$ cat config.mk
export PLATFORM = sky130hd
export DESIGN_NAME = interp2_linear_split_flat
export DESIGN_NICKNAME = d
export VERILOG_FILES = /design/src/rtl/interp2_linear_split_if.sv /design/src/rtl/interp2_linear_split.sv /design/src/flat_wrapper.sv
export SDC_FILE = /design/constraint.sdc
export NUM_CORES = 1
export LEC_CHECK = 0
export ABC_AREA = 0
export ABC_CLOCK_PERIOD_IN_PS = 4000
export CELL_PAD_IN_SITES_DETAIL_PLACEMENT = 0
export CELL_PAD_IN_SITES_GLOBAL_PLACEMENT = 2
export CORE_MARGIN = 2
export CORE_UTILIZATION = 30
export CTS_BUF_LIST = sky130_fd_sc_hd__clkbuf_8 sky130_fd_sc_hd__clkbuf_16
export CTS_CLUSTER_SIZE = 30
export DETAILED_ROUTE_END_ITERATION = 12
export PLACE_DENSITY_LB_ADDON = 0.1
export SLEW_MARGIN = 25
export SYNTH_ARGS = -nofsm -noshare
export SYNTH_HDL_FRONTEND = slang
export SYNTH_SLANG_ARGS = --single-unit
$ cat constraint.sdc
create_clock -name clk -period 4 [get_ports clk]
set_input_delay 0.8 -clock clk [delete_from_list [all_inputs] [get_ports clk]]
set_output_delay 0.8 -clock clk [all_outputs]
set_load 0.02 [all_outputs]
$ cat src/rtl/interp2_linear_split_if.sv
// interp2_linear_split_if: input and output AXI-Stream sample channels of the 2x interpolator
interface interp2_linear_split_if #(parameter int WIDTH = 16);
    logic [2*WIDTH-1:0] i_tdata;
    logic               i_tlast;
    logic               i_tvalid;
    logic               i_tready;
    logic [2*WIDTH-1:0] o_tdata;
    logic               o_tlast;
    logic               o_tvalid;
    logic               o_tready;
    modport slave (
        input  i_tdata, i_tlast, i_tvalid, o_tready,
        output i_tready, o_tdata, o_tlast, o_tvalid
    );
    modport master (
        output i_tdata, i_tlast, i_tvalid, o_tready,
        input  i_tready, o_tdata, o_tlast, o_tvalid
    );
endinterface

$ cat src/rtl/interp2_linear_split.sv
// interp2_linear_split: 2x linear interpolator, emits midpoint(prev,cur) then cur per input sample
module interp2_linear_split #(
    parameter int WIDTH = 16
) (
    input  logic                   clk,
    input  logic                   reset,
    input  logic                   clear,
    interp2_linear_split_if.slave  bus
);
    localparam int DW = 2 * WIDTH;

    typedef enum logic [1:0] {S_EMPTY, S_MID, S_SAMP} state_t;

    state_t          state_q, state_d;
    logic [DW-1:0]   cur_q, cur_d;
    logic [DW-1:0]   prev_q, prev_d;
    logic [DW-1:0]   data_q, data_d;
    logic            last_q, last_d;
    logic            olast_q, olast_d;
    logic            valid_q, valid_d;
    logic            accept;

    // Sum in WIDTH+1 bits so it never overflows; halving rounds toward zero.
    function automatic logic [WIDTH-1:0] mid(input logic [WIDTH-1:0] a, input logic [WIDTH-1:0] b);
        logic [WIDTH:0] s;
        s = {a[WIDTH-1], a} + {b[WIDTH-1], b};
        return s[WIDTH:1] + {{(WIDTH-1){1'b0}}, s[WIDTH] & s[0]};
    endfunction

    assign bus.i_tready = !(reset || clear) &&
                          (state_q == S_EMPTY || (state_q == S_SAMP && bus.o_tready));
    assign accept       = bus.i_tvalid && bus.i_tready;
    assign bus.o_tdata  = data_q;
    assign bus.o_tlast  = olast_q;
    assign bus.o_tvalid = valid_q;

    // Next state: advance MID->SAMP->EMPTY on downstream ready; a new input overrides to MID.
    always_comb begin
        state_d = state_q;
        cur_d   = cur_q;
        prev_d  = prev_q;
        data_d  = data_q;
        last_d  = last_q;
        olast_d = olast_q;
        valid_d = valid_q;
        if (state_q == S_MID && bus.o_tready) begin
            data_d  = cur_q;
            olast_d = last_q;
            state_d = S_SAMP;
            prev_d  = last_q ? '0 : cur_q;
        end
        if (state_q == S_SAMP && bus.o_tready) begin
            valid_d = 1'b0;
            state_d = S_EMPTY;
        end
        if (accept) begin
            cur_d   = bus.i_tdata;
            last_d  = bus.i_tlast;
            data_d  = {mid(prev_q[DW-1:WIDTH], bus.i_tdata[DW-1:WIDTH]),
                       mid(prev_q[WIDTH-1:0], bus.i_tdata[WIDTH-1:0])};
            olast_d = 1'b0;
            valid_d = 1'b1;
            state_d = S_MID;
        end
    end

    // State registers; reset and soft clear both drop pending output and zero history.
    always_ff @(posedge clk) begin
        if (reset || clear) begin
            state_q <= S_EMPTY;
            cur_q   <= '0;
            prev_q  <= '0;
            data_q  <= '0;
            last_q  <= 1'b0;
            olast_q <= 1'b0;
            valid_q <= 1'b0;
        end else begin
            state_q <= state_d;
            cur_q   <= cur_d;
            prev_q  <= prev_d;
            data_q  <= data_d;
            last_q  <= last_d;
            olast_q <= olast_d;
            valid_q <= valid_d;
        end
    end
endmodule

$ cat src/flat_wrapper.sv
// flat-port wrapper written by rule: the top's interface ports become plain ports
module interp2_linear_split_flat 
#(
    parameter int WIDTH = 16
)
  (clk, reset, clear, bus_i_tdata, bus_i_tlast, bus_i_tvalid, bus_o_tready, bus_i_tready, bus_o_tdata, bus_o_tlast, bus_o_tvalid);
  interp2_linear_split_if #(.WIDTH(WIDTH)) bus_i ();
  input  logic clk;
  input  logic reset;
  input  logic clear;
  input wire logic [$bits(bus_i.i_tdata)-1:0] bus_i_tdata;
  input wire logic [$bits(bus_i.i_tlast)-1:0] bus_i_tlast;
  input wire logic [$bits(bus_i.i_tvalid)-1:0] bus_i_tvalid;
  input wire logic [$bits(bus_i.o_tready)-1:0] bus_o_tready;
  output wire logic [$bits(bus_i.i_tready)-1:0] bus_i_tready;
  output wire logic [$bits(bus_i.o_tdata)-1:0] bus_o_tdata;
  output wire logic [$bits(bus_i.o_tlast)-1:0] bus_o_tlast;
  output wire logic [$bits(bus_i.o_tvalid)-1:0] bus_o_tvalid;
  assign bus_i.i_tdata = bus_i_tdata;
  assign bus_i.i_tlast = bus_i_tlast;
  assign bus_i.i_tvalid = bus_i_tvalid;
  assign bus_i.o_tready = bus_o_tready;
  assign bus_i_tready = bus_i.i_tready;
  assign bus_o_tdata = bus_i.o_tdata;
  assign bus_o_tlast = bus_i.o_tlast;
  assign bus_o_tvalid = bus_i.o_tvalid;
  interp2_linear_split #(.WIDTH(WIDTH)) u_core (.clk(clk), .reset(reset), .clear(clear), .bus(bus_i));
endmodule
==> results.ini, run 1 <==
[outcome]
status = finished clean

[drt]
num_vias = 6352
antenna_left = 0
via_per_inst = 5.114
drc = 0
dr.pass1.iters = 5
wirelength_um = 19630
wl_per_cell_um = 15.80
drt-initial-drc-count = 354

[floorplan]
die-area_um2 = 22000
boundaryPins = 73
dieHeight_um = 148.3
rows = 52
die_w_um = 148.3
start_util = 0.3068
core_area_um2 = 20360

[clock_tree]
cts_sinks = 101
cts_root_buf = clkbuf_16
cts_buffers = 9
clk_latency_ps = 360
cts.clk_slew.worst_paths_ps = 70
cts_max_level = 3
ctsHoldBuffers = 0
cts.path.max_buffers = 2
cts_tree = yes

[critical_path]
cpMaxStageDelayCell = clkdlybuf4s50_1
arrival_ps = 4160
crit_type = in2reg
worstSetupEndpointType = flip-flop
cp.buffers_inverters = 3
worst-path-max-fanout = 4
critPathMaxStageDelay_ps = 430
critPathTopFamily = simple AND/OR/NAND/NOR gates
crit_top_cell = buf_4
required_ps = 4260
worstSetupStartpointType = input port
crit_path_cell_trace = clkdlybuf4s50_1, ha_1, buf_4, nand3_1, nor2_1, a21oi_2, nand2b_4, a31oi_1, buf_4, nor2b_1, ha_2, ha_4, nand2_2, or4_4, o32a_1, and3_1, a2111oi_2

[yosys]
avgSynthCellArea_um2 = 7.705
synth_cells = 811
synthArstFlopShare = 0
synthesis.area_um2 = 6248
ys.flop_type = dfxtp_1
ys_warn_count = 0
yosysSeqAreaShare = 0.3236
synth-edff-count = 0
synth_seq_cells = 101
synth.distinct_cells = 64
synth_fp_nets = 887

[hold_path]
hp-class = reg2reg

[pwr]
total_power_mw = 2.328
leakage_nw = 3.239
irDropWorstVdd_uv = 180.4
power_density_nw_per_um2 = 266.7

[sta]
slew_headroom = 0.3507
report.final.slew_viol_count = 0
finalClockSkew_ps = 7.529
fin_crit_ps = 3902
worst_slew_pin_slew_ps = 974.0
hold_viol_final = 0
finalSetupViolCount = 0
min_period_over_period = 0.9756
fmax_ghz = 0.2563

[final_layout]
final_common_cell = nand2_1
area_delta_synth_final_pct = 39.73
fin_cells = 1242
n_antenna_cell = 0
drive_gt1_frac = 0.2305
fin_nets = 1044
fin_util = 0.4287
final_cell_mix = nand2_1, buf_4, dfxtp_1, a21oi_1, clkdlybuf4s50_1

[flow_run]
drv_cap = 0

[global_routing]
grt_usage = 0.1788
grt_pass1_wl_um = 31930
grt_overflow = 0
grt_max_degree = 87
first_global_vias = 6173
antenna_found_initial = 0

[placement]
dpl.hpwl_um = 13740
placedCellCount = 1209
gp_congestion = 0.8003
io_buffers = 72

timing repair:
action,CTS,global route
buffers inserted,17,2
endpoints found under the setup margin,23,21
pin swaps,28,19
gates resized for setup,60,39
through the flow:
stage,cell area (µm²),hold WS (ps),setup slack [ps],setup TNS (ps)
after floorplan,6260,435.6,16.19,0
after global placement,7918,444.1,-580.9,-11400
after detailed placement,7918,449.6,-745.1,-15030
after CTS,8537,460.1,4.962,0
after global routing,8731,480.0,-88.48,-177.4
final,8731,456.9,97.69,0
worst reg2reg max path, stage by stage, from the launching register on:
cell and delay (ps):
dfxtp_1 340, ha_4 170, inv_2 50, fa_2 200
nand2b_4 130, a21oi_2 60, o2111a_2 280, o31ai_4 210
a21oi_2 100, a2111oi_2 370, a21oi_2 80, nor2b_1 130
ha_2 180, and3_4 170, nand4_1 220, nor4_2 380
xnor2_1 150, nor2_1 60, a311oi_1 240
power by group:
group	leakage, nW	internal (mW)	switching [mW]
logic	2.27	0.152	0.178
registers	0.816	1.02	0.0102
clock network	0.156	0.547	0.422
total	3.24	1.72	0.610
cell usage after synthesis, drive strengths merged (2+ instances only):
| cell type | count | share of area |
|---|---|---|
| o211ai | 5 | 0.0060 |
| and2 | 3 | 0.0030 |
| and4 | 4 | 0.0056 |
| nor2b | 5 | 0.0050 |
| a31oi | 4 | 0.0040 |
| a211oi | 10 | 0.014 |
| nand3 | 15 | 0.012 |
| fa | 2 | 0.0064 |
| xor2 | 16 | 0.022 |
| o21bai | 2 | 0.0024 |
| nor3 | 14 | 0.012 |
| a31o | 6 | 0.0084 |
| a311oi | 19 | 0.027 |
| nand4 | 5 | 0.0050 |
| and3 | 6 | 0.0060 |
| o21ai | 14 | 0.011 |
| dfxtp | 101 | 0.32 |
| a211o | 2 | 0.0028 |
| nand2 | 182 | 0.11 |
| a2111oi | 7 | 0.011 |
| nor2 | 50 | 0.030 |
| o311ai | 2 | 0.0028 |
| nor4 | 5 | 0.0070 |
| clkbuf | 35 | 0.024 |
| xnor2 | 27 | 0.038 |
| or2 | 5 | 0.0050 |
| ha | 36 | 0.072 |
| o31ai | 3 | 0.0036 |
| buf | 13 | 0.012 |
| a21oi | 104 | 0.083 |
| o21a | 6 | 0.0072 |
| nand2b | 8 | 0.0080 |
| nand4b | 4 | 0.0056 |
| nor3b | 3 | 0.0036 |
| inv | 20 | 0.012 |
| nand3b | 34 | 0.041 |
| mux2i | 4 | 0.0064 |
| a21o | 12 | 0.015 |
state kept, by name (all words and copies together) (netlist names):
signal,count
u_core.bus.o_tlast,1
u_core.bus.o_tvalid,1
u_core.bus.o_tdata,32
u_core.prev_q,32
u_core.last_q,1
u_core.state_q,2
u_core.cur_q,32
area by class of cell:
cell class | count | area [µm²]
timing repair buffer | 197 | 1697
clock buffer | 9 | 225.2
clock inverter | 6 | 87.58
sequential | 101 | 2022
multi-input combinational | 639 | 4287
tap | 270 | 337.8
fill | 2075 | 11630
inverter | 20 | 75.07
routing by layer:
metal | vias up | wire length, µm | share of wire | track usage
li1 | 3175 | - | - | -
met1 | 3035 | 10350 | 0.53 | 0.2705
met2 | 124 | 8356 | 0.43 | 0.2655
met3 | 18 | 644 | 0.033 | 0.02086
met4 | 0 | 277 | 0.014 | 0.05143
met5 | - | 0 | 0 | 0
worst paths after layout:
check                                  startpoint                     end  slack [ps]  cells past startpoint
worst max-delay path              bus_i_tdata[10]   u_core.bus.o_tdata[8]         100                     17
worst min-delay path            u_core.prev_q[14]       u_core.prev_q[14]         460                      2
worst max register to register  u_core.prev_q[16]  u_core.bus.o_tdata[27]         370                     18
worst min register to register  u_core.prev_q[14]       u_core.prev_q[14]         460                      2
cells by family (layout without fill, tap and decap cells):
group                    count (synthesis)  in the layout  synth area share
XOR/XNOR                                43             43           0.06027
adder cells (fa/ha/maj)                 38             38           0.07849
AO/OA/AOI/OAI                          208            208            0.2159
flip-flops                             101            101            0.3236
AND/OR/NAND/NOR                        346            346            0.2625
buffers and inverters                   71            232           0.05286
multiplexers                             4              4          0.006408
Power figures use the tool's default switching activity.
==> run 2: changes to the inputs <==
--- a/config.mk
+++ b/config.mk
@@ -14,7 +14,7 @@
 export CTS_BUF_LIST = sky130_fd_sc_hd__clkbuf_8 sky130_fd_sc_hd__clkbuf_16
 export CTS_CLUSTER_SIZE = 30
 export DETAILED_ROUTE_END_ITERATION = 12
-export PLACE_DENSITY_LB_ADDON = 0.1
+export PLACE_DENSITY_LB_ADDON = 0.15
 export SLEW_MARGIN = 25
 export SYNTH_ARGS = -nofsm -noshare
 export SYNTH_HDL_FRONTEND = slang
==> results.ini, run 2 (same netlist as run 1, synthesis figures left out) <==
[final_layout]
n_antenna_cell = 0  ; unchanged
final_area_um2 = 8577  ; was 8731 µm²
fin_nets = 1025  ; was 1,044
final_common_cell = nand2_1  ; unchanged
drive_gt1_frac = 0.2088  ; was 0.2305
area_delta_synth_final_pct = 37.26  ; was 39.73%
final_cell_mix = nand2_1, buf_4, dfxtp_1, a21oi_1, clkdlybuf4s50_1  ; unchanged

[critical_path]
cpMaxStageDelayCell = a2111oi_0  ; was clkdlybuf4s50_1
worst-path-max-fanout = 5  ; was 4
rr_worst_depth = 19  ; was 18
required_ps = 4230  ; was 4260 ps
critPathMaxStageDelay_ps = 710  ; was 430 ps
crit_top_cell = buf_4  ; unchanged
worstSetupEndpointType = flip-flop  ; unchanged
regToRegStartpoint = u_core.prev_q[16]  ; unchanged
crit_path_cell_trace = dlygate4sd2_1, ha_4, buf_4, o211ai_1, o21a_1, a2111oi_0, a311o_1, nand2_1, nor4_2, buf_4, nor4bb_2, xor2_1, a21oi_1  ; was clkdlybuf4s50_1, ha_1, buf_4, nand3_1, nor2_1, a21oi_2, nand2b_4, a31oi_1, buf_4, nor2b_1, ha_2, ha_4, nand2_2, or4_4, o32a_1, and3_1, a2111oi_2
r2r_slack_ps = 450  ; was 370 ps
critPathTopFamily = compound AO/OA/AOI/OAI gates  ; was simple AND/OR/NAND/NOR gates
arrival_ps = 4060  ; was 4160 ps
crit_type = in2reg  ; unchanged
cp.buffers_inverters = 3  ; unchanged
reg2reg_to = u_core.bus.o_tdata[25]  ; was u_core.bus.o_tdata[27]
worstSetupStartpointType = input port  ; unchanged

[sta]
fin_hold_ws_ps = 459.6  ; was 456.9 ps
report.final.slew_viol_count = 0  ; unchanged
fin_crit_ps = 3825  ; was 3902 ps
finalSetupViolCount = 0  ; unchanged
finalClockSkew_ps = 7.240  ; was 7.529 ps
fmax_ghz = 0.2614  ; was 0.2563 GHz
min_period_over_period = 0.9563  ; was 0.9756
slew_headroom = 0.4756  ; was 0.3507
hold_viol_final = 0  ; unchanged
worst_slew_pin_slew_ps = 784.7  ; was 974.0 ps

[global_routing]
grt_max_degree = 62  ; was 87
grt_usage = 0.1794  ; was 0.1788
grt_overflow = 0  ; unchanged
grt_pass1_wl_um = 31730  ; was 31,930 µm
antenna_found_initial = 0  ; unchanged
first_global_vias = 6085  ; was 6,173

[hold_path]
holdCritStartpoint = u_core.prev_q[29]  ; was u_core.prev_q[14]
hold_depth = 2  ; unchanged
min_to = u_core.prev_q[29]  ; was u_core.prev_q[14]
hp-class = reg2reg  ; unchanged

[floorplan]
die-area_um2 = 22000  ; unchanged
rows = 52  ; unchanged
start_util = 0.3068  ; unchanged
boundaryPins = 73  ; unchanged
core_area_um2 = 20360  ; unchanged
die_w_um = 148.3  ; unchanged
dieHeight_um = 148.3  ; unchanged

[clock_tree]
clk_latency_ps = 360  ; about the same
cts_sinks = 101  ; unchanged
cts_tree = yes  ; unchanged
cts_root_buf = clkbuf_16  ; unchanged
cts.path.max_buffers = 2  ; unchanged
cts_max_level = 3  ; unchanged
cts_buffers = 9  ; unchanged
cts.clk_slew.worst_paths_ps = 70  ; about the same

[pwr]
combPwrFrac = 0.141  ; was 0.142
seqPwrFrac = 0.449  ; was 0.442
power_density_nw_per_um2 = 267.4  ; was 266.7 nW/µm²
total_power_mw = 2.293  ; was 2.328 mW
p_sw_mw = 0.5930  ; was 0.6102 mW
leakage_nw = 3.157  ; was 3.239 nW
swShare = 0.2586  ; was 0.2621
clock_power_share = 0.410  ; was 0.416
cell_internal_pwr_mw = 1.700  ; was 1.718 mW
irDropWorstVdd_uv = 193.3  ; was 180.4 µV

[drt]
via_per_inst = 5.152  ; was 5.114
antenna_left = 0  ; unchanged
dr.pass1.iters = 5  ; unchanged
num_vias = 6301  ; was 6,352
drc = 0  ; unchanged
drt-initial-drc-count = 413  ; was 354
wl_per_cell_um = 16.07  ; was 15.80 µm
wirelength_um = 19650  ; was 19,630 µm

[outcome]
status = finished clean  ; unchanged

[placement]
dpl_cell_area_um2 = 7878  ; was 7918 µm²
io_buffers = 72  ; unchanged
gp_congestion = 0.8359  ; was 0.8003
dpl.hpwl_um = 13740  ; about the same

[flow_run]
drv_cap = 0  ; unchanged

## run 2: cell types whose count changed in the layout (fill, tap and decap cells not counted), moves of 3 or more
cell	delta
buf_4	-19
clkbuf_8	+3
clkdlybuf4s50_1	+5
ha_1	+6
ha_2	-3
ha_4	-3
## run 2: routing by layer
metal  track usage  part of all wire
met1        0.2588              0.52
met3       0.02546             0.038
met5             0                 0
met4       0.06000             0.017
met2        0.2743              0.43
## run 2: area by class of cell
cell class | count | area (µm²)
fillers | 2096 | 11790
multi-input cells | 639 | 4259
flip-flops and latches | 101 | 2022
repair buffers | 178 | 1573
well taps | 270 | 337.8
clock buffers | 12 | 266.5
inverters | 20 | 75.07
clock inverters | 3 | 43.79
## run 2: repair_timing
action                     in CTS  in global routing
hold buffers                    0                  0
setup buffers                   2                  4
resized for setup              41                 38
setup endpoints to repair      20                 21
pin swaps                      19                 25
## run 2: how the worst max path moves through the flow
stage	start	to	slack, ps	cells past startpoint
2_1_floorplan	bus_i_tdata[16]	u_core.bus.o_tdata[31]	20	18
3_3_place_gp	bus_i_tdata[16]	u_core.bus.o_tdata[28]	-620	19
3_5_place_dp	bus_i_tdata[16]	u_core.bus.o_tdata[31]	-780	19
4_1_cts	bus_i_tdata[3]	u_core.bus.o_tdata[8]	0.2	16
5_1_grt	bus_i_tdata[17]	u_core.bus.o_tdata[25]	-20	19
6_report	bus_i_tdata[18]	u_core.bus.o_tdata[31]	170	13
## run 2: power groups by stage
stage | clock network (mW) | registers, mW | logic (mW)
floorplan | 0 | 1.06 | 0.153
global placement | 0 | 1.05 | 0.307
detailed placement | 0 | 1.05 | 0.308
CTS | 0.968 | 1.03 | 0.315
global route | 1.00 | 1.03 | 0.354
finish | 0.940 | 1.03 | 0.324
## run 2: worst register-to-register path: cells and delay by family, from the launching register on
kind | cells | cell delay [ps]
AOI/OAI and AO/OA | 7 | 1380
and+or+nand+nor | 6 | 790
adders and majority gates | 3 | 570
DFF | 1 | 320
buffers and inverters | 2 | 280
xor gates and xnor gates | 1 | 110
## run 2: metrics by stage
| step | utilization | setup WS (ps) | TNS, ps | cells |
|---|---|---|---|---|
| 2_1_floorplan | - | 16.19 | 0 | 811 |
| 3_3_place_gp | 0.3868 | -620.0 | -10460 | 1202 |
| 3_5_place_dp | 0.3868 | -775.9 | -13840 | 1202 |
| 4_1_cts | 0.4094 | 0.1750 | 0 | 1219 |
| 5_1_grt | 0.4212 | -17.23 | -17.51 | 1223 |
| 6_report | 0.4212 | 174.8 | 0 | 1223 |
